===== config.mk =====
export PLATFORM = sky130hd
export DESIGN_NAME = spi_master
export DESIGN_NICKNAME = d
export VERILOG_FILES = /design/src/rtl/shared_pkg.sv /design/src/rtl/spi_master_shifter.sv /design/src/rtl/spi_master_sva.sv /design/src/rtl/spi_master.sv
export VERILOG_INCLUDE_DIRS = /design/src /design/src/rtl
export SDC_FILE = /design/constraint.sdc
export NUM_CORES = 1
export LEC_CHECK = 0
export CORE_MARGIN = 2
export CORE_UTILIZATION = 55
export DETAILED_ROUTE_END_ITERATION = 6
export DONT_BUFFER_PORTS = 1
export HOLD_SLACK_MARGIN = 0.12
export PLACE_DENSITY_LB_ADDON = 0.15
export SLEW_MARGIN = 20
export SYNTH_ARGS = -nofsm -noshare
export SYNTH_HDL_FRONTEND = slang
export SYNTH_SLANG_ARGS = --single-unit

===== constraint.sdc =====
create_clock -name clk -period 3.09 [get_ports clk]
set_input_delay 0.618 -clock clk [delete_from_list [all_inputs] [get_ports clk]]
set_output_delay 0.618 -clock clk [all_outputs]
set_load 0.1 [all_outputs]

===== src/rtl/spi_defines.svh =====
// Build-time defaults for the SPI master timing knobs.
`ifndef SPI_DEFINES_SVH
`define SPI_DEFINES_SVH

`define SPI_READ_LAT_DEFAULT 2
`define SPI_IDLE_GAP_DEFAULT 1

`endif


===== src/rtl/shared_pkg.sv =====
// Types and frame geometry shared by the SPI master, its shifter and its checker.
package shared_pkg;

    typedef enum logic [2:0] {
        IDLE,
        SEL,
        SHIFT,
        WAIT,
        READ,
        GAP
    } master_state_e;

    typedef enum logic [1:0] {
        WR_ADDR = 2'b00,
        WR_DATA = 2'b01,
        RD_ADDR = 2'b10,
        RD_DATA = 2'b11
    } spi_op_e;

    localparam int FRAME_BITS = 10;
    localparam int RD_BITS    = 8;

endpackage


===== src/rtl/spi_master_shifter.sv =====
// TX parallel-load shift register (op+payload, MSB first) and RX shift register for read-back.
module spi_master_shifter
    import shared_pkg::*;
(
    input  logic                  clk,
    input  logic                  rst_n,
    input  logic                  load,
    input  logic [FRAME_BITS-1:0] load_data,
    input  logic                  shift_tx,
    input  logic                  shift_rx,
    input  logic                  MISO,
    output logic                  tx_msb,
    output logic [RD_BITS-1:0]    rx_word
);

    logic [FRAME_BITS-1:0] tx_sr;

    always_ff @(posedge clk or negedge rst_n) begin
        if (!rst_n) begin
            tx_sr   <= '0;
            rx_word <= '0;
        end else begin
            if (load)
                tx_sr <= load_data;
            else if (shift_tx)
                tx_sr <= {tx_sr[FRAME_BITS-2:0], 1'b0};
            if (shift_rx)
                rx_word <= {rx_word[RD_BITS-2:0], MISO};
        end
    end

    assign tx_msb = tx_sr[FRAME_BITS-1];

endmodule


===== src/rtl/spi_master_sva.sv =====
// Protocol checks on the master: select/ready interlock, gap hold, response origin.
module spi_master_sva
    import shared_pkg::*;
(
    input logic                clk,
    input logic                rst_n,
    input master_state_e       state,
    input logic                SS_n,
    input logic                cmd_ready,
    input logic                rsp_valid,
    input logic [RD_BITS-1:0]  rsp_data,
    input logic [RD_BITS-1:0]  rx_word
);

    a_gap_ss_high: assert property (@(posedge clk) disable iff (!rst_n)
        (state == GAP) |-> SS_n);

    a_ready_when_deselected: assert property (@(posedge clk) disable iff (!rst_n)
        !SS_n |-> !cmd_ready);

    a_rsp_after_read: assert property (@(posedge clk) disable iff (!rst_n)
        rsp_valid |-> ($past(state) == READ));

    // The response register and the RX shifter capture the same final bit on the same edge.
    a_rsp_matches_rx: assert property (@(posedge clk) disable iff (!rst_n)
        rsp_valid |-> (rsp_data == rx_word));

endmodule


===== src/rtl/spi_master.sv =====
// SPI command-frame initiator: SEL(2) + 10 frame bits, optional read-back after READ_LAT, then idle gap.
`include "spi_defines.svh"

module spi_master
    import shared_pkg::*;
#(
    parameter int READ_LAT = `SPI_READ_LAT_DEFAULT,
    parameter int IDLE_GAP = `SPI_IDLE_GAP_DEFAULT
) (
    input  logic               clk,
    input  logic               rst_n,
    input  logic               cmd_valid,
    output logic               cmd_ready,
    input  logic [1:0]         cmd_op,
    input  logic [7:0]         cmd_data,
    output logic               rsp_valid,
    output logic [RD_BITS-1:0] rsp_data,
    output logic               busy,
    output logic               SS_n,
    output logic               MOSI,
    input  logic               MISO
);

    master_state_e         state, state_n;
    logic [3:0]            cnt, cnt_n;
    logic                  rd_frame, rd_frame_n;
    logic                  ss_n_n, mosi_n, ready_n, busy_n, rsp_valid_n;
    logic                  rsp_load, load, shift_tx, shift_rx, end_frame;
    logic [FRAME_BITS-1:0] load_data;
    logic                  tx_msb;
    logic [RD_BITS-1:0]    rx_word;

    // RD_DATA payload is meaningless to the slave, so it goes out as zeros.
    assign load_data = {cmd_op, (cmd_op == RD_DATA) ? 8'h00 : cmd_data};

    always_comb begin
        state_n     = state;
        cnt_n       = cnt;
        rd_frame_n  = rd_frame;
        ss_n_n      = 1'b0;
        mosi_n      = 1'b0;
        ready_n     = 1'b0;
        busy_n      = 1'b1;
        rsp_valid_n = 1'b0;
        rsp_load    = 1'b0;
        load        = 1'b0;
        shift_tx    = 1'b0;
        shift_rx    = 1'b0;
        end_frame   = 1'b0;
        case (state)
            IDLE: begin
                ss_n_n  = 1'b1;
                ready_n = 1'b1;
                busy_n  = 1'b0;
                if (cmd_valid && cmd_ready) begin
                    load       = 1'b1;
                    state_n    = SEL;
                    cnt_n      = 4'd1;
                    rd_frame_n = (cmd_op == RD_DATA);
                    ss_n_n     = 1'b0;
                    mosi_n     = cmd_op[1];
                    ready_n    = 1'b0;
                    busy_n     = 1'b1;
                end
            end
            SEL: begin
                mosi_n = tx_msb;
                if (cnt == 4'd0) begin
                    state_n  = SHIFT;
                    cnt_n    = 4'(FRAME_BITS - 1);
                    shift_tx = 1'b1;
                end else begin
                    cnt_n = cnt - 4'd1;
                end
            end
            SHIFT: begin
                if (cnt == 4'd0) begin
                    if (rd_frame) begin
                        state_n = WAIT;
                        cnt_n   = 4'(READ_LAT - 1);
                    end else begin
                        end_frame = 1'b1;
                    end
                end else begin
                    mosi_n   = tx_msb;
                    shift_tx = 1'b1;
                    cnt_n    = cnt - 4'd1;
                end
            end
            WAIT: begin
                if (cnt == 4'd0) begin
                    state_n = READ;
                    cnt_n   = 4'(RD_BITS - 1);
                end else begin
                    cnt_n = cnt - 4'd1;
                end
            end
            READ: begin
                shift_rx = 1'b1;
                if (cnt == 4'd0) begin
                    rsp_load    = 1'b1;
                    rsp_valid_n = 1'b1;
                    end_frame   = 1'b1;
                end else begin
                    cnt_n = cnt - 4'd1;
                end
            end
            GAP: begin
                ss_n_n = 1'b1;
                if (cnt == 4'd0) begin
                    state_n = IDLE;
                    ready_n = 1'b1;
                    busy_n  = 1'b0;
                end else begin
                    cnt_n = cnt - 4'd1;
                end
            end
            default: begin
                state_n = IDLE;
                ss_n_n  = 1'b1;
                ready_n = 1'b1;
                busy_n  = 1'b0;
            end
        endcase
        // The IDLE cycle itself counts as the last gap cycle, so GAP only covers the surplus.
        if (end_frame) begin
            ss_n_n = 1'b1;
            if (IDLE_GAP == 1) begin
                state_n = IDLE;
                ready_n = 1'b1;
                busy_n  = 1'b0;
            end else begin
                state_n = GAP;
                cnt_n   = 4'(IDLE_GAP - 2);
            end
        end
    end

    always_ff @(posedge clk or negedge rst_n) begin
        if (!rst_n) begin
            state     <= IDLE;
            cnt       <= '0;
            rd_frame  <= 1'b0;
            SS_n      <= 1'b1;
            MOSI      <= 1'b0;
            cmd_ready <= 1'b1;
            busy      <= 1'b0;
            rsp_valid <= 1'b0;
            rsp_data  <= '0;
        end else begin
            state     <= state_n;
            cnt       <= cnt_n;
            rd_frame  <= rd_frame_n;
            SS_n      <= ss_n_n;
            MOSI      <= mosi_n;
            cmd_ready <= ready_n;
            busy      <= busy_n;
            rsp_valid <= rsp_valid_n;
            if (rsp_load)
                rsp_data <= {rx_word[RD_BITS-2:0], MISO};
        end
    end

    spi_master_shifter u_shifter (
        .clk       (clk),
        .rst_n     (rst_n),
        .load      (load),
        .load_data (load_data),
        .shift_tx  (shift_tx),
        .shift_rx  (shift_rx),
        .MISO      (MISO),
        .tx_msb    (tx_msb),
        .rx_word   (rx_word)
    );

    spi_master_sva u_sva (
        .clk       (clk),
        .rst_n     (rst_n),
        .state     (state),
        .SS_n      (SS_n),
        .cmd_ready (cmd_ready),
        .rsp_valid (rsp_valid),
        .rsp_data  (rsp_data),
        .rx_word   (rx_word)
    );

endmodule


Word-level counts from Yosys, hierarchy flattened
Cells that the tools add are included.

Memory bits (writable): 0. Bits in latches: 0. Output and inout port bits: 13. ROM bits: 0. Memories kept: 0. Flip-flop bits (word level): 38. Logic and storage cells: 76. Input bits: 14.

Bitwise gates (word level): 0. Shift operators: 0. Div/mod/pow operators: 0. $add $sub $neg: 1. Muxes and demuxes: 38. Eq/ne operators: 16. Multipliers: 0. $lt $le $gt $ge: 0. Reductions and logical operators: 10.

Operator list (count): $mux W4 (6); $mux W3 (7); $ne A3 B3 Y1 const B (7); $mux W10 (2); $pmux W4 S5 (1); $pmux W3 S6 (1); $mux W1 (14); $pmux W1 S3 (3); $mux W8 (1); $reduce_and A7 Y1 (1); $eq A3 B2 Y1 const B (2); $eq A3 B3 Y1 const B (2); $ne A2 B2 Y1 const B (3); $pmux W1 S2 (3); $reduce_bool A5 Y1 (1); $logic_not A4 Y1 (1); $reduce_and A4 Y1 (1); $reduce_or A4 Y1 (1); $sub A4 B1 Y4 const B (1); $eq A3 B1 Y1 const B (1); $logic_not A3 Y1 (1); $eq A2 B2 Y1 const B (1); $reduce_and A2 Y1 (1); $reduce_bool A2 Y1 (1); 2 further kinds (2).

Longest topological paths before layout
Gate-level depths: netlist of the first run.

Depth after elaboration: 5. Gate-level depth with buffers: 7. Gate-level depth less buffers: 6.

Hierarchy
From an unflattened synthesis of the first run, not the netlist that was laid out.

Cell total of the unflattened synthesis: 164. Area total of the unflattened synthesis: 1921.8 sq um.

By module, submodules not included: spi_master (times used 1, area each 1126.1 sq um, cells an instance 104, seq. area each 528.0 sq um); spi_master_shifter (times used 1, area each 795.8 sq um, cells an instance 60, seq. area each 450.4 sq um).

Least setup slack after synthesis of the first run
No wires, ideal clock.

Path type: reg2reg. From: register cmd_ready. To: register u_shifter.tx_sr[9]. Setup time: 0.125 ns. Cell stages (with the launch flop): 6. Path slack: 1.018 ns. Buffers on the path: 1. Required time: 2.965 ns. Clock period less this slack: 2.072 ns. Arrival time: 1.947 ns. Cells stage by stage: dfstp_2 nand2_1 or2_4 buf_6 mux2_4 mux2_2.

Longest elaborated chain between the ends: 4. Elaborated cells between the ends (all ways): 5. Classes of those cells: mux (3); reduce/logical (2).

RTL lines: from (decl) (RTL line spi_master.sv:13) `output logic cmd_ready,`; from (signal assigned) (RTL line spi_master.sv:156) `cmd_ready <= ready_n;`; $logic_and A1 B1 Y1 (*) (RTL line spi_master.sv:55) `if (cmd_valid && cmd_ready) begin`; $mux W1 (*) (RTL line spi_master.sv:55); $mux W1 (*) (RTL line spi_master.sv:50) `case (state)`; $mux W10 or $reduce_bool A2 Y1 (tied branches); to (signal assigned) (RTL line spi_master_shifter.sv:24) `tx_sr <= load_data;`; to (signal assigned) (RTL line spi_master_shifter.sv:26) `tx_sr <= {tx_sr[FRAME_BITS-2:0], 1'b0};`; to (decl) (RTL line spi_master_shifter.sv:16) `logic [FRAME_BITS-1:0] tx_sr;`.

Every way passes the cells marked *; elsewhere a longest branch is shown, timed or not. A chain may end at the register's enable or synchronous reset.

Worst setup path in the final report of the first run
From: register cnt[0]. To: register cnt[1].

Longest elaborated chain between the ends: 3. Elaborated cells between the ends (all ways): 10. Classes of those cells: add/sub (1); eq/ne (2); mux (5); reduce/logical (2).

RTL lines: from (decl) (RTL line spi_master.sv:25) `logic [3:0] cnt, cnt_n;`; from (signal assigned) (RTL line spi_master.sv:152) `cnt <= cnt_n;`; $sub A4 B1 Y4 or $logic_not A4 Y1 (tied branches); $mux W4, or another cell as far along (RTL line spi_master.sv:100, spi_master.sv:110); $pmux W4 S5 or $reduce_and A4 Y1 (tied branches).

Parallel ways exist; a longest one is shown, timed or not. The select of a mux whose other input is x is not followed.

==> metrics.txt, run 1 <==
# TYPE chip_impl_metric gauge
chip_impl_info{name="outcome",value="complete, no violations"} 1
chip_impl_metric{name="reg2reg_slack",unit="ns"} 0.87
chip_impl_metric{name="synth.ff_latch_count",unit=""} 38
chip_impl_metric{name="initial_cell_density_of_the_core",unit=""} 0.581
chip_impl_metric{name="firstDrtPassIters",unit=""} 4
chip_impl_metric{name="synth_edf_count",unit=""} 0
chip_impl_info{name="yosys.area.top_type",value="sky130_fd_sc_hd__dfrtp_1"} 1
chip_impl_metric{name="routed_wirelength",unit="um"} 3120
chip_impl_metric{name="post_cts_resize_count",unit=""} 0
chip_impl_metric{name="comb_power_share",unit=""} 0.321
chip_impl_metric{name="peakVddDrop",unit="mV"} 0.674
chip_impl_metric{name="track_usage",unit=""} 0.199
chip_impl_metric{name="h_tree_depth_reported_by_cts",unit=""} 2
chip_impl_info{name="synth_top_cells_by_area",value="sky130_fd_sc_hd__dfrtp_1 50%, sky130_fd_sc_hd__mux2_2 17%, sky130_fd_sc_hd__a22o_1 3.9%, sky130_fd_sc_hd__dfstp_2 2.9%, sky130_fd_sc_hd__o21ai_0 2.0%"} 1
chip_impl_metric{name="finish.net_count",unit=""} 160
chip_impl_info{name="tritoncts",value="yes"} 1
chip_impl_metric{name="power.total",unit="mW"} 2.15
chip_impl_metric{name="drc_violation_count_after_routing",unit=""} 0
chip_impl_metric{name="io_port_bufs",unit=""} 0
chip_impl_metric{name="p_switching",unit="uW"} 998
chip_impl_metric{name="max-slew-margin-rel",unit=""} 0.397
chip_impl_metric{name="antennaDiodeCount",unit=""} 0
chip_impl_metric{name="numCtsBuffers",unit=""} 5
chip_impl_metric{name="routabilityCongestion",unit=""} 0.805
chip_impl_metric{name="fin_setup_tns",unit="ns"} 0
chip_impl_metric{name="total_leakage_power",unit="nW"} 0.822
chip_impl_metric{name="post-synth-top-area-fraction",unit=""} 0.504
chip_impl_metric{name="number_of_placement_rows",unit=""} 20
chip_impl_info{name="critical_path.startpoint",value="cnt[0]$_DFFE_PN0P_"} 1
chip_impl_metric{name="gr-total-overflow",unit=""} 0
chip_impl_info{name="path_class",value="register to register"} 1
chip_impl_metric{name="place_area",unit="um^2"} 1820
chip_impl_metric{name="post-route-cell-area",unit="um^2"} 1910
chip_impl_metric{name="grt_first_pass_wirelength",unit="um"} 5380
chip_impl_metric{name="ctsLongestPathBuffers",unit=""} 2
chip_impl_info{name="synth_ff_type",value="sky130_fd_sc_hd__dfrtp_1"} 1
chip_impl_metric{name="synth_area_per_cell",unit="um^2"} 12.7
chip_impl_metric{name="ios",unit=""} 27
chip_impl_metric{name="hold_violations",unit=""} 0
chip_impl_metric{name="power_frac_clock",unit=""} 0.127
chip_impl_metric{name="power.share.sequential",unit=""} 0.552
chip_impl_metric{name="int_pwr",unit="mW"} 1.16
chip_impl_metric{name="route.vias.total",unit=""} 1148
chip_impl_metric{name="timing.max_cap.violations",unit=""} 0
chip_impl_metric{name="clk-insertion-delay-late",unit="ns"} 0.35
chip_impl_metric{name="p_sw_frac",unit=""} 0.463
chip_impl_metric{name="numClockSinks",unit=""} 38
chip_impl_info{name="min_path_type",value="input port to register"} 1
chip_impl_metric{name="netlist_instances",unit=""} 141
chip_impl_metric{name="cellPowerDensity",unit="nW/um^2"} 1130
chip_impl_metric{name="antenna_left",unit=""} 0
chip_impl_info{name="cts.root.buffer_cell",value="sky130_fd_sc_hd__clkbuf_4"} 1
chip_impl_metric{name="cts.clk_slew.worst_paths",unit="ns"} 0.11
chip_impl_metric{name="fp.dieArea",unit="um^2"} 3720
chip_impl_info{name="kind_of_end_point_of_the_critical_path",value="register"} 1
chip_impl_info{name="rr_endpoint",value="cnt[1]$_DFFE_PN0P_"} 1
chip_impl_metric{name="number_of_antenna_violations_at_the_first_check_in_global_routing",unit=""} 0
chip_impl_info{name="grt_setup_unrepaired",value="false"} 1
chip_impl_metric{name="final_layout_size_suffix_gt1_frac",unit=""} 0.342
chip_impl_metric{name="die_height",unit="um"} 61.0
chip_impl_metric{name="setup-violations-final",unit=""} 0
chip_impl_metric{name="finalClockSkew",unit="ns"} 0.00663
chip_impl_metric{name="die_width",unit="um"} 61.0
chip_impl_metric{name="worstPathRequired",unit="ns"} 3.33
chip_impl_metric{name="floorplan.core_area",unit="um^2"} 3080
chip_impl_metric{name="final.fill_count",unit=""} 258
chip_impl_metric{name="avg_wl_per_cell",unit="um"} 16.4
chip_impl_metric{name="grt_pass1_vias",unit=""} 1174
chip_impl_metric{name="syn2layout_area_growth",unit="%"} 6.79
chip_impl_metric{name="cell_area_after_synthesis",unit="um^2"} 1790
chip_impl_metric{name="fmaxAchievable",unit="MHz"} 451
chip_impl_metric{name="synth_seq_area_share",unit=""} 0.533
chip_impl_metric{name="post_synth_num_cell_types",unit=""} 42
chip_impl_info{name="endpoint",value="cnt[1]$_DFFE_PN0P_"} 1
chip_impl_metric{name="timing_worst_slew_pin_value",unit="ns"} 0.904
chip_impl_metric{name="final_max_slew_viol_count",unit=""} 0
chip_impl_metric{name="yosys_warning_total",unit=""} 0
chip_impl_metric{name="post-dp-hpwl",unit="um"} 2130
chip_impl_metric{name="grt_max_degree",unit=""} 39
chip_impl_metric{name="worstRegToRegCells",unit=""} 6
chip_impl_metric{name="syn_nets",unit=""} 156
chip_impl_metric{name="holdWs",unit="ns"} 0.408
chip_impl_info{name="start_kind",value="register"} 1
chip_impl_info{name="r2r-start",value="cnt[0]$_DFFE_PN0P_"} 1
chip_impl_metric{name="fin_crit_sh",unit=""} 0.718
chip_impl_metric{name="fin_crit",unit="ns"} 2.22
chip_impl_metric{name="route.detailed.vias_per_inst",unit=""} 6.04
chip_impl_metric{name="async_reset_ff_frac",unit=""} 1.00
chip_impl_metric{name="worstPathMaxFanout",unit=""} 6
chip_impl_metric{name="critical_path_arrival",unit="ns"} 2.46
chip_impl_metric{name="drt_iter0_drc",unit=""} 32
[cell type report]
class | instances | area, um^2 | share of cell area
flip-flops and latches | 38 | 953 | 0.499
multi-input cells | 88 | 766 | 0.401
well taps | 44 | 55.1 | 0.0288
clock buffers | 6 | 51.3 | 0.0269
repair buffers | 3 | 37.5 | 0.0197
inverters | 9 | 33.8 | 0.0177
clock inverters | 2 | 12.5 | 0.00655
[power by group through the flow]
stage	Clock, mW	Sequential [mW]	Combinational [mW]
finish	0.274	1.19	0.692
CTS	0.282	1.19	0.696
global placement	0	1.19	0.655
detailed placement	0	1.20	0.676
floorplan	0	1.11	0.640
global route	0.303	1.22	0.782
[layout by cell type, fill, tap and decap left out, types with 2 or more instances in the layout]
cell type                  instances
sky130_fd_sc_hd__mux2_2           27
sky130_fd_sc_hd__inv_1             8
sky130_fd_sc_hd__nand4b_1          2
sky130_fd_sc_hd__a21oi_1           4
sky130_fd_sc_hd__clkbuf_4          5
sky130_fd_sc_hd__nand2_2           2
sky130_fd_sc_hd__o21ai_0           7
sky130_fd_sc_hd__dfrtp_1          36
sky130_fd_sc_hd__nor2_1            3
sky130_fd_sc_hd__dfstp_2           2
sky130_fd_sc_hd__a22o_1            8
sky130_fd_sc_hd__nand2_1           5
sky130_fd_sc_hd__o32ai_1           2
sky130_fd_sc_hd__o22ai_1           2
sky130_fd_sc_hd__o211ai_1          3
[synth_stat cells, types with 2 or more instances]
cell type / n
sky130_fd_sc_hd__dfrtp_1: 36
sky130_fd_sc_hd__mux2_2: 27
sky130_fd_sc_hd__a22o_1: 8
sky130_fd_sc_hd__inv_1: 8
sky130_fd_sc_hd__o21ai_0: 7
sky130_fd_sc_hd__nand2_1: 5
sky130_fd_sc_hd__a21oi_1: 4
sky130_fd_sc_hd__clkbuf_1: 3
sky130_fd_sc_hd__nor2_1: 3
sky130_fd_sc_hd__o211ai_1: 3
sky130_fd_sc_hd__dfstp_2: 2
sky130_fd_sc_hd__nand2_2: 2
sky130_fd_sc_hd__nand4b_1: 2
sky130_fd_sc_hd__o22ai_1: 2
sky130_fd_sc_hd__o32ai_1: 2
[worst min path at each step]
stage,startpoint,end,slack [ns],cells past startpoint
2_1_floorplan,rst_n,MOSI$_DFF_PN0_,0.32,0
3_3_place_gp,rst_n,state[0]$_DFFE_PN0P_,0.32,0
3_5_place_dp,rst_n,cnt[2]$_DFFE_PN0P_,0.32,0
4_1_cts,cmd_op[1],MOSI$_DFF_PN0_,0.40,1
5_1_grt,MISO,rsp_data[0]$_DFFE_PN0P_,0.39,1
6_report,MISO,rsp_data[0]$_DFFE_PN0P_,0.41,1
[critical path, cell delays in order (launching register included)]
cell and delay, ns:
sky130_fd_sc_hd__dfrtp_1 0.41, sky130_fd_sc_hd__inv_1 0.10, sky130_fd_sc_hd__ha_1 0.23, sky130_fd_sc_hd__or3b_2 0.51, sky130_fd_sc_hd__o41a_1 0.37, sky130_fd_sc_hd__nand2_2 0.15, sky130_fd_sc_hd__mux2_2 0.35
[state kept, by name, indices dropped and copies added, names as in the netlist]
register           cells
MOSI                   1
SS_n                   1
busy                   1
cmd_ready              1
cnt                    4
rd_frame               1
rsp_data               8
rsp_valid              1
state                  3
u_shifter.rx_word      7
u_shifter.tx_sr       10
[logic make-up after synthesis]
group | share of synthesized area
AO/OA/AOI/OAI | 0.163
flip-flops | 0.533
AND/OR/NAND/NOR | 0.0798
buffers and inverters | 0.0385
multiplexers | 0.178
adder cells (fa/ha/maj) | 0.00700
[layer usage]
| metal | share of wire | vias to the layer above | track usage |
|---|---|---|---|
| li1 | - | 537 | - |
| met1 | 0.44 | 584 | 0.261 |
| met2 | 0.49 | 22 | 0.312 |
| met3 | 0.049 | 5 | 0.0609 |
| met4 | 0.015 | 0 | 0.0807 |
| met5 | 0 | - | 0 |
[what timing repair did]
item | CTS | global route
setup buffers | 0 | 0
endpoints found under the hold margin | 38 | 0
hold buffers | 2 | 0
[per-stage QoR]
stage / worst slack, ns / util / std cells
finish: 0.871 / 0.620 / 190
global route: 0.730 / 0.620 / 190
CTS: 0.884 / 0.620 / 190
detailed placement: 0.887 / 0.590 / 180
global placement: 0.945 / 0.590 / 180
floorplan: 1.02 / - / 141
Note: power is estimated with default switching activity, not from simulation.
==> run 2: changes to the inputs <==
==> constraint.sdc (replaced) <==
create_clock -name clk -period 2 [get_ports clk]
set_input_delay 0.4 -clock clk [delete_from_list [all_inputs] [get_ports clk]]
set_output_delay 0.4 -clock clk [all_outputs]
set_load 0.1 [all_outputs]
==> run 2 against run 1 <==
  * Cell count grew 8.4%
  * Die area is the same
  * Register-to-register slack worse by 0.83 ns
  * Non-clock buffer count rose by 16
  * First-iteration DRC count is 66% higher
  * Via count increased by 5.4%
  * Clock skew increased by 0.0038 ns
  * Sequential share of layout area decreased by 4.9 points
  * Power increased by 82%
==> metrics.txt, run 2 (synthesis results as in run 1) <==
# TYPE chip_impl_metric gauge
chip_impl_metric{name="worstSetupPathDepth",unit=""} 6
chip_impl_info{name="rr_endpoint",value="cnt[1]$_DFFE_PN0P_"} 1
chip_impl_metric{name="track_usage",unit=""} 0.209
chip_impl_metric{name="worstPathRequired",unit="ns"} 2.24
chip_impl_metric{name="cellPowerDensity",unit="nW/um^2"} 1840
chip_impl_info{name="largest_register_by_flop_count",value="u_shifter.tx_sr"} 1
chip_impl_metric{name="finalClockSkew",unit="ns"} 0.0104
chip_impl_info{name="min_from",value="cmd_op[1]"} 1
chip_impl_info{name="worstPathCellList",value="inv_2 > ha_4 > or3b_4 > o41a_1 > nand2_2 > mux2_4"} 1
chip_impl_metric{name="ios",unit=""} 27
chip_impl_metric{name="syn2layout_area_growth",unit="%"} 18.8
chip_impl_info{name="min_path_type",value="input port to register"} 1
chip_impl_metric{name="grt_first_pass_wirelength",unit="um"} 5620
chip_impl_metric{name="multi_input_area",unit="um^2"} 810
chip_impl_metric{name="utilization",unit=""} 0.690
chip_impl_metric{name="timing_worst_slew_pin_value",unit="ns"} 0.903
chip_impl_metric{name="final_critical_path_setup_slack",unit="ns"} 0.0394
chip_impl_metric{name="initial_cell_density_of_the_core",unit=""} 0.581
chip_impl_metric{name="worst-path-buf-inv",unit=""} 1
chip_impl_metric{name="numClockSinks",unit=""} 38
chip_impl_metric{name="final.fill_count",unit=""} 238
chip_impl_metric{name="grt_max_degree",unit=""} 39
chip_impl_metric{name="ctsLongestPathBuffers",unit=""} 2
chip_impl_metric{name="area.sequential",unit="um^2"} 957
chip_impl_metric{name="firstDrtPassIters",unit=""} 4
chip_impl_metric{name="fmaxAchievable",unit="MHz"} 510
chip_impl_info{name="start_kind",value="register"} 1
chip_impl_metric{name="antenna_left",unit=""} 0
chip_impl_metric{name="timing.critical_path.slowest_cell_delay",unit="ns"} 0.42
chip_impl_metric{name="setup-violations-final",unit=""} 0
chip_impl_metric{name="hold_violations",unit=""} 0
chip_impl_metric{name="routabilityCongestion",unit=""} 0.803
chip_impl_info{name="most-common-layout-cells",value="36 x sky130_fd_sc_hd__dfrtp_1, 25 x sky130_fd_sc_hd__mux2_2, 17 x sky130_fd_sc_hd__buf_4"} 1
chip_impl_metric{name="grt_use_met2",unit=""} 0.355
chip_impl_metric{name="route.vias.total",unit=""} 1210
chip_impl_metric{name="finish.net_count",unit=""} 176
chip_impl_info{name="critical_path.startpoint",value="cnt[0]$_DFFE_PN0P_"} 1
chip_impl_info{name="r2r-start",value="cnt[0]$_DFFE_PN0P_"} 1
chip_impl_metric{name="post-dp-hpwl",unit="um"} 2350
chip_impl_info{name="largestRegisters",value="u_shifter.tx_sr (10), rsp_data (8), u_shifter.rx_word (7)"} 1
chip_impl_metric{name="numCtsBuffers",unit=""} 5
chip_impl_metric{name="fin_setup_tns",unit="ns"} 0
chip_impl_metric{name="final_layout_size_suffix_gt1_frac",unit=""} 0.432
chip_impl_info{name="grt_setup_unrepaired",value="true"} 1
chip_impl_metric{name="power.total",unit="mW"} 3.92
chip_impl_metric{name="fp.dieArea",unit="um^2"} 3720
chip_impl_metric{name="cts.clk_slew.worst_paths",unit="ns"} 0.12
chip_impl_metric{name="power.share.sequential",unit=""} 0.412
chip_impl_metric{name="fin_crit_sh",unit=""} 0.980
chip_impl_metric{name="routed_wirelength",unit="um"} 3440
chip_impl_info{name="hold-path-endpoint",value="MOSI$_DFF_PN0_"} 1
chip_impl_metric{name="place_area",unit="um^2"} 1940
chip_impl_metric{name="die_height",unit="um"} 61.0
chip_impl_info{name="path_class",value="register to register"} 1
chip_impl_metric{name="number_of_placement_rows",unit=""} 20
chip_impl_metric{name="total_leakage_power",unit="nW"} 0.936
chip_impl_metric{name="met3_usage",unit=""} 0.0567
chip_impl_metric{name="number_of_antenna_violations_at_the_first_check_in_global_routing",unit=""} 0
chip_impl_metric{name="gr-usage-met1",unit=""} 0.254
chip_impl_metric{name="place.detailed.instances",unit=""} 195
chip_impl_metric{name="floorplan.core_area",unit="um^2"} 3080
chip_impl_info{name="cpLargestDelayFamily",value="simple AND/OR/NAND/NOR gates"} 1
chip_impl_metric{name="fin_crit",unit="ns"} 1.96
chip_impl_metric{name="worstPathMaxFanout",unit=""} 4
chip_impl_info{name="outcome",value="complete, no violations"} 1
chip_impl_metric{name="drt_iter0_drc",unit=""} 53
chip_impl_metric{name="route.detailed.vias_per_inst",unit=""} 5.87
chip_impl_metric{name="peakVddDrop",unit="mV"} 1.14
chip_impl_metric{name="drc_violation_count_after_routing",unit=""} 0
chip_impl_metric{name="holdWs",unit="ns"} 0.173
chip_impl_metric{name="critical_path_arrival",unit="ns"} 2.20
chip_impl_metric{name="timing.max_cap.violations",unit=""} 0
chip_impl_info{name="cts.root.buffer_cell",value="sky130_fd_sc_hd__clkbuf_4"} 1
chip_impl_metric{name="place_ws",unit="ns"} -0.0202
chip_impl_metric{name="comb_power_share",unit=""} 0.414
chip_impl_metric{name="reg2reg_slack",unit="ns"} 0.04
chip_impl_metric{name="antennaDiodeCount",unit=""} 0
chip_impl_metric{name="min_delay_path_depth",unit=""} 1
chip_impl_metric{name="max-slew-margin-rel",unit=""} 0.398
chip_impl_metric{name="final_max_slew_viol_count",unit=""} 0
chip_impl_metric{name="power_frac_clock",unit=""} 0.174
chip_impl_metric{name="p_sw_frac",unit=""} 0.419
chip_impl_metric{name="worstRegToRegCells",unit=""} 6
chip_impl_metric{name="h_tree_depth_reported_by_cts",unit=""} 2
chip_impl_metric{name="int_pwr",unit="mW"} 2.28
chip_impl_metric{name="die_width",unit="um"} 61.0
chip_impl_info{name="kind_of_end_point_of_the_critical_path",value="register"} 1
chip_impl_metric{name="p_switching",unit="mW"} 1.64
chip_impl_metric{name="post-route-cell-area",unit="um^2"} 2120
chip_impl_info{name="layout.cells.most_common",value="sky130_fd_sc_hd__dfrtp_1"} 1
chip_impl_info{name="cell_type_of_the_slowest_stage_on_the_worst_timing_path",value="sky130_fd_sc_hd__o41a_1"} 1
chip_impl_info{name="grt_most_used_layer",value="met2"} 1
chip_impl_metric{name="grt_pass1_vias",unit=""} 1281
chip_impl_metric{name="gr-total-overflow",unit=""} 0
chip_impl_info{name="tritoncts",value="yes"} 1
chip_impl_metric{name="avg_wl_per_cell",unit="um"} 16.7
chip_impl_metric{name="largest_reg_flops",unit=""} 10
chip_impl_metric{name="final-instance-count-excl-fill",unit=""} 206
chip_impl_metric{name="clk-insertion-delay-late",unit="ns"} 0.35
chip_impl_metric{name="io_port_bufs",unit=""} 0
[run 2: cell count changes in the layout (fill, tap and decap cells not counted), moves of 2 or more]
cell                        previous run  this run
sky130_fd_sc_hd__inv_1                 8         6
sky130_fd_sc_hd__bufinv_16             0         2
sky130_fd_sc_hd__inv_2                 0         2
sky130_fd_sc_hd__buf_4                 1        17
sky130_fd_sc_hd__mux2_2               27        25
sky130_fd_sc_hd__mux2_4                1         3
[run 2: worst max-delay path by stage]
stage | end
final | cnt[1]$_DFFE_PN0P_
after global routing | cnt[1]$_DFFE_PN0P_
after CTS | cnt[1]$_DFFE_PN0P_
after detailed placement | u_shifter.tx_sr[9]$_DFFE_PN0P_
after global placement | u_shifter.tx_sr[1]$_DFFE_PN0P_
after floorplan | u_shifter.tx_sr[9]$_DFFE_PN0P_
[run 2: area by class of cell]
cell class,count,share of cell area
Multi-Input combinational cell,88,0.381
Sequential cell,38,0.451
Clock buffer,6,0.0241
Clock inverter,2,0.0283
Inverter,9,0.0159
Timing Repair Buffer,19,0.0742
Tap cell,44,0.0259
[run 2: per-layer routing]
| layer | up-vias | wire, um |
|---|---|---|
| met5 | - | 0 |
| met1 | 603 | 1480 |
| li1 | 568 | - |
| met3 | 8 | 163 |
| met2 | 31 | 1740 |
| met4 | 0 | 56 |
[run 2: power by group through the flow]
| stage | logic [mW] | registers, mW | clock network (mW) |
|---|---|---|---|
| floorplan | 1.00 | 1.72 | 0 |
| global placement | 1.43 | 1.62 | 0 |
| detailed placement | 1.47 | 1.63 | 0 |
| CTS | 1.52 | 1.61 | 0.695 |
| global route | 1.78 | 1.66 | 0.717 |
| finish | 1.62 | 1.62 | 0.682 |
[run 2: repair_timing]
action                     in CTS  in global routing
pin swaps                       0                  1
setup endpoints to repair       9                 20
hold buffers                    2                  0
hold endpoints to repair       38                  0
gates resized for setup         1                  7
setup buffers                   0                  1
==> run 3: changes to the inputs <==
--- a/config.mk
+++ b/config.mk
@@ -6,6 +6,7 @@
 export SDC_FILE = /design/constraint.sdc
 export NUM_CORES = 1
 export LEC_CHECK = 0
+export ABC_AREA = 0
 export CORE_MARGIN = 2
 export CORE_UTILIZATION = 55
 export DETAILED_ROUTE_END_ITERATION = 6
@@ -15,4 +16,5 @@
 export SLEW_MARGIN = 20
 export SYNTH_ARGS = -nofsm -noshare
 export SYNTH_HDL_FRONTEND = slang
+export SYNTH_HIERARCHICAL = 1
 export SYNTH_SLANG_ARGS = --single-unit
==> run 3 against run 2 <==
  * Clock skew down 0.0030 ns
  * Count of clock-buffer cells in the layout down 1
  * Die area rose by 4.9%
  * Hold slack better by 0.0082 ns
  * Wire length down 0.23%
  * Critical path depth up 3
  * First-iteration DRC count grew to 2.5 times the previous value
  * Sequential share of layout area is 0.78 points lower
  * Register-to-register slack better by 0.10 ns
  * Cell area grew 1.4%
==> metrics.txt, run 3 <==
# TYPE chip_impl_metric gauge
chip_impl_metric{name="ctsLongestPathBuffers",unit=""} 2
chip_impl_metric{name="fp.dieArea",unit="um^2"} 3910
chip_impl_metric{name="gr-total-overflow",unit=""} 0
chip_impl_metric{name="routabilityCongestion",unit=""} 0.850
chip_impl_metric{name="numClockSinks",unit=""} 38
chip_impl_metric{name="route.vias.total",unit=""} 1256
chip_impl_metric{name="avg_wl_per_cell",unit="um"} 14.9
chip_impl_metric{name="timing_worst_slew_pin_value",unit="ns"} 0.910
chip_impl_metric{name="critical_path_arrival",unit="ns"} 2.09
chip_impl_metric{name="fmaxAchievable",unit="MHz"} 538
chip_impl_info{name="path_class",value="register to register"} 1
chip_impl_info{name="tritoncts",value="yes"} 1
chip_impl_info{name="largestRegisters",value="u_shifter/tx_sr (10), rsp_data (8), u_shifter/rx_word (7)"} 1
chip_impl_metric{name="floorplan.core_area",unit="um^2"} 3310
chip_impl_metric{name="syn_nets",unit=""} 178
chip_impl_metric{name="syn2layout_area_growth",unit="%"} 14.4
chip_impl_info{name="most-common-layout-cells",value="36 x sky130_fd_sc_hd__dfrtp_1, 19 x sky130_fd_sc_hd__buf_4, 17 x sky130_fd_sc_hd__nand2_1"} 1
chip_impl_info{name="start_kind",value="register"} 1
chip_impl_metric{name="fin_crit_sh",unit=""} 0.930
chip_impl_metric{name="clk-insertion-delay-late",unit="ns"} 0.34
chip_impl_metric{name="cts.clk_slew.worst_paths",unit="ns"} 0.12
chip_impl_metric{name="die_height",unit="um"} 62.5
chip_impl_metric{name="fin_crit",unit="ns"} 1.86
chip_impl_metric{name="io_port_bufs",unit=""} 0
chip_impl_metric{name="routed_wirelength",unit="um"} 3430
chip_impl_metric{name="numCtsBuffers",unit=""} 5
chip_impl_metric{name="grt_max_degree",unit=""} 39
chip_impl_metric{name="final_max_slew_viol_count",unit=""} 0
chip_impl_metric{name="track_usage",unit=""} 0.201
chip_impl_metric{name="holdWs",unit="ns"} 0.181
chip_impl_info{name="grt_setup_unrepaired",value="false"} 1
chip_impl_metric{name="antennaDiodeCount",unit=""} 0
chip_impl_metric{name="timing.max_cap.violations",unit=""} 0
chip_impl_metric{name="cell_area_after_synthesis",unit="um^2"} 1880
chip_impl_metric{name="grt_pass1_vias",unit=""} 1333
chip_impl_metric{name="finalClockSkew",unit="ns"} 0.00738
chip_impl_metric{name="number_of_antenna_violations_at_the_first_check_in_global_routing",unit=""} 0
chip_impl_metric{name="yosys_warning_total",unit=""} 6
chip_impl_metric{name="finish.net_count",unit=""} 199
chip_impl_metric{name="antenna_left",unit=""} 0
chip_impl_info{name="largest_register_by_flop_count",value="u_shifter/tx_sr"} 1
chip_impl_info{name="kind_of_end_point_of_the_critical_path",value="register"} 1
chip_impl_info{name="cts.root.buffer_cell",value="sky130_fd_sc_hd__clkbuf_4"} 1
chip_impl_info{name="min_path_type",value="input port to register"} 1
chip_impl_metric{name="h_tree_depth_reported_by_cts",unit=""} 2
chip_impl_metric{name="firstDrtPassIters",unit=""} 4
chip_impl_metric{name="setup-violations-final",unit=""} 0
chip_impl_metric{name="synth_area_per_cell",unit="um^2"} 11.6
chip_impl_metric{name="ios",unit=""} 27
chip_impl_metric{name="route.detailed.vias_per_inst",unit=""} 5.46
chip_impl_metric{name="worstPathMaxFanout",unit=""} 10
chip_impl_metric{name="reg2reg_slack",unit="ns"} 0.14
chip_impl_metric{name="worstPathRequired",unit="ns"} 2.23
chip_impl_metric{name="die_width",unit="um"} 62.5
chip_impl_metric{name="initial_cell_density_of_the_core",unit=""} 0.568
chip_impl_metric{name="hold_violations",unit=""} 0
chip_impl_metric{name="final_layout_size_suffix_gt1_frac",unit=""} 0.315
chip_impl_metric{name="netlist_instances",unit=""} 162
chip_impl_metric{name="post-dp-hpwl",unit="um"} 2440
chip_impl_metric{name="drc_violation_count_after_routing",unit=""} 0
chip_impl_metric{name="largest_reg_flops",unit=""} 10
chip_impl_info{name="outcome",value="complete, no violations"} 1
chip_impl_metric{name="max-slew-margin-rel",unit=""} 0.394
chip_impl_metric{name="grt_first_pass_wirelength",unit="um"} 6200
chip_impl_info{name="layout.cells.most_common",value="sky130_fd_sc_hd__dfrtp_1"} 1
chip_impl_metric{name="drt_iter0_drc",unit=""} 133
chip_impl_metric{name="number_of_placement_rows",unit=""} 21
## run 3: timing repair
item / in CTS / in global routing
setup buffers: 0 / 3
endpoints found under the hold margin: 38 / 0
pin swaps: 0 / 1
setup endpoints to repair: 10 / 5
hold buffers: 2 / 0
resized for setup: 2 / 1
## run 3: through the flow
step           cell area, um^2  std cells  utilization  setup WS [ns]  TNS (ns)
5_1_grt                   2150        230        0.650        0.00512         0
4_1_cts                   2110        227        0.639          0.119         0
3_3_place_gp              1990        217        0.602         -0.227     -1.96
6_report                  2150        230        0.650          0.140         0
3_5_place_dp              1990        217        0.602         -0.270     -2.47
2_1_floorplan             1880        162            -          0.186         0
## run 3: path summary, 6_finish.rpt
kind | startpoint | to | cells after the start
setup / recovery | cnt[1]$_DFFE_PN0P_ | u_shifter/tx_sr[6]$_DFFE_PN0P_ | 9
hold / removal | cmd_op[0] | u_shifter/tx_sr[8]$_DFFE_PN0P_ | 2
setup reg to reg | cnt[1]$_DFFE_PN0P_ | u_shifter/tx_sr[6]$_DFFE_PN0P_ | 9
min in group asynchronous | rst_n | rsp_data[3]$_DFFE_PN0P_ | 2
hold reg to reg | u_shifter/rx_word[6]$_DFFE_PN0P_ | u_shifter/rx_word[6]$_DFFE_PN0P_ | 1
max in group asynchronous | rst_n | SS_n$_DFF_PN1_ | 2
## run 3: critical path, cell delays in order (launching register included)
cell,delay (ns)
sky130_fd_sc_hd__dfrtp_1,0.40
sky130_fd_sc_hd__inv_1,0.08
sky130_fd_sc_hd__ha_1,0.18
sky130_fd_sc_hd__or3b_4,0.39
sky130_fd_sc_hd__nand2_1,0.10
sky130_fd_sc_hd__o21a_1,0.16
sky130_fd_sc_hd__nor2_4,0.06
sky130_fd_sc_hd__buf_12,0.15
sky130_fd_sc_hd__mux2i_1,0.15
sky130_fd_sc_hd__o21ai_1,0.08
## run 3: layout make-up
cell class | count | area [um^2]
well taps | 46 | 57.6
fillers | 275 | 1160
clock inverters | 3 | 45.0
clock buffers | 5 | 37.5
inverters | 7 | 26.3
flip-flops and latches | 38 | 953
multi-input cells | 108 | 830
repair buffers | 23 | 204
## run 3: metal layers
metal,global-route usage,wire length (um),vias up
met5,0,0,-
li1,-,-,613
met4,0.0667,0,0
met2,0.336,1740,36
met1,0.257,1500,607
met3,0.0468,190,0
Power of run 3 is left out: the tool's default activity adds up to more than one toggle a clock period on the data nets, which glitch-free logic cannot reach.
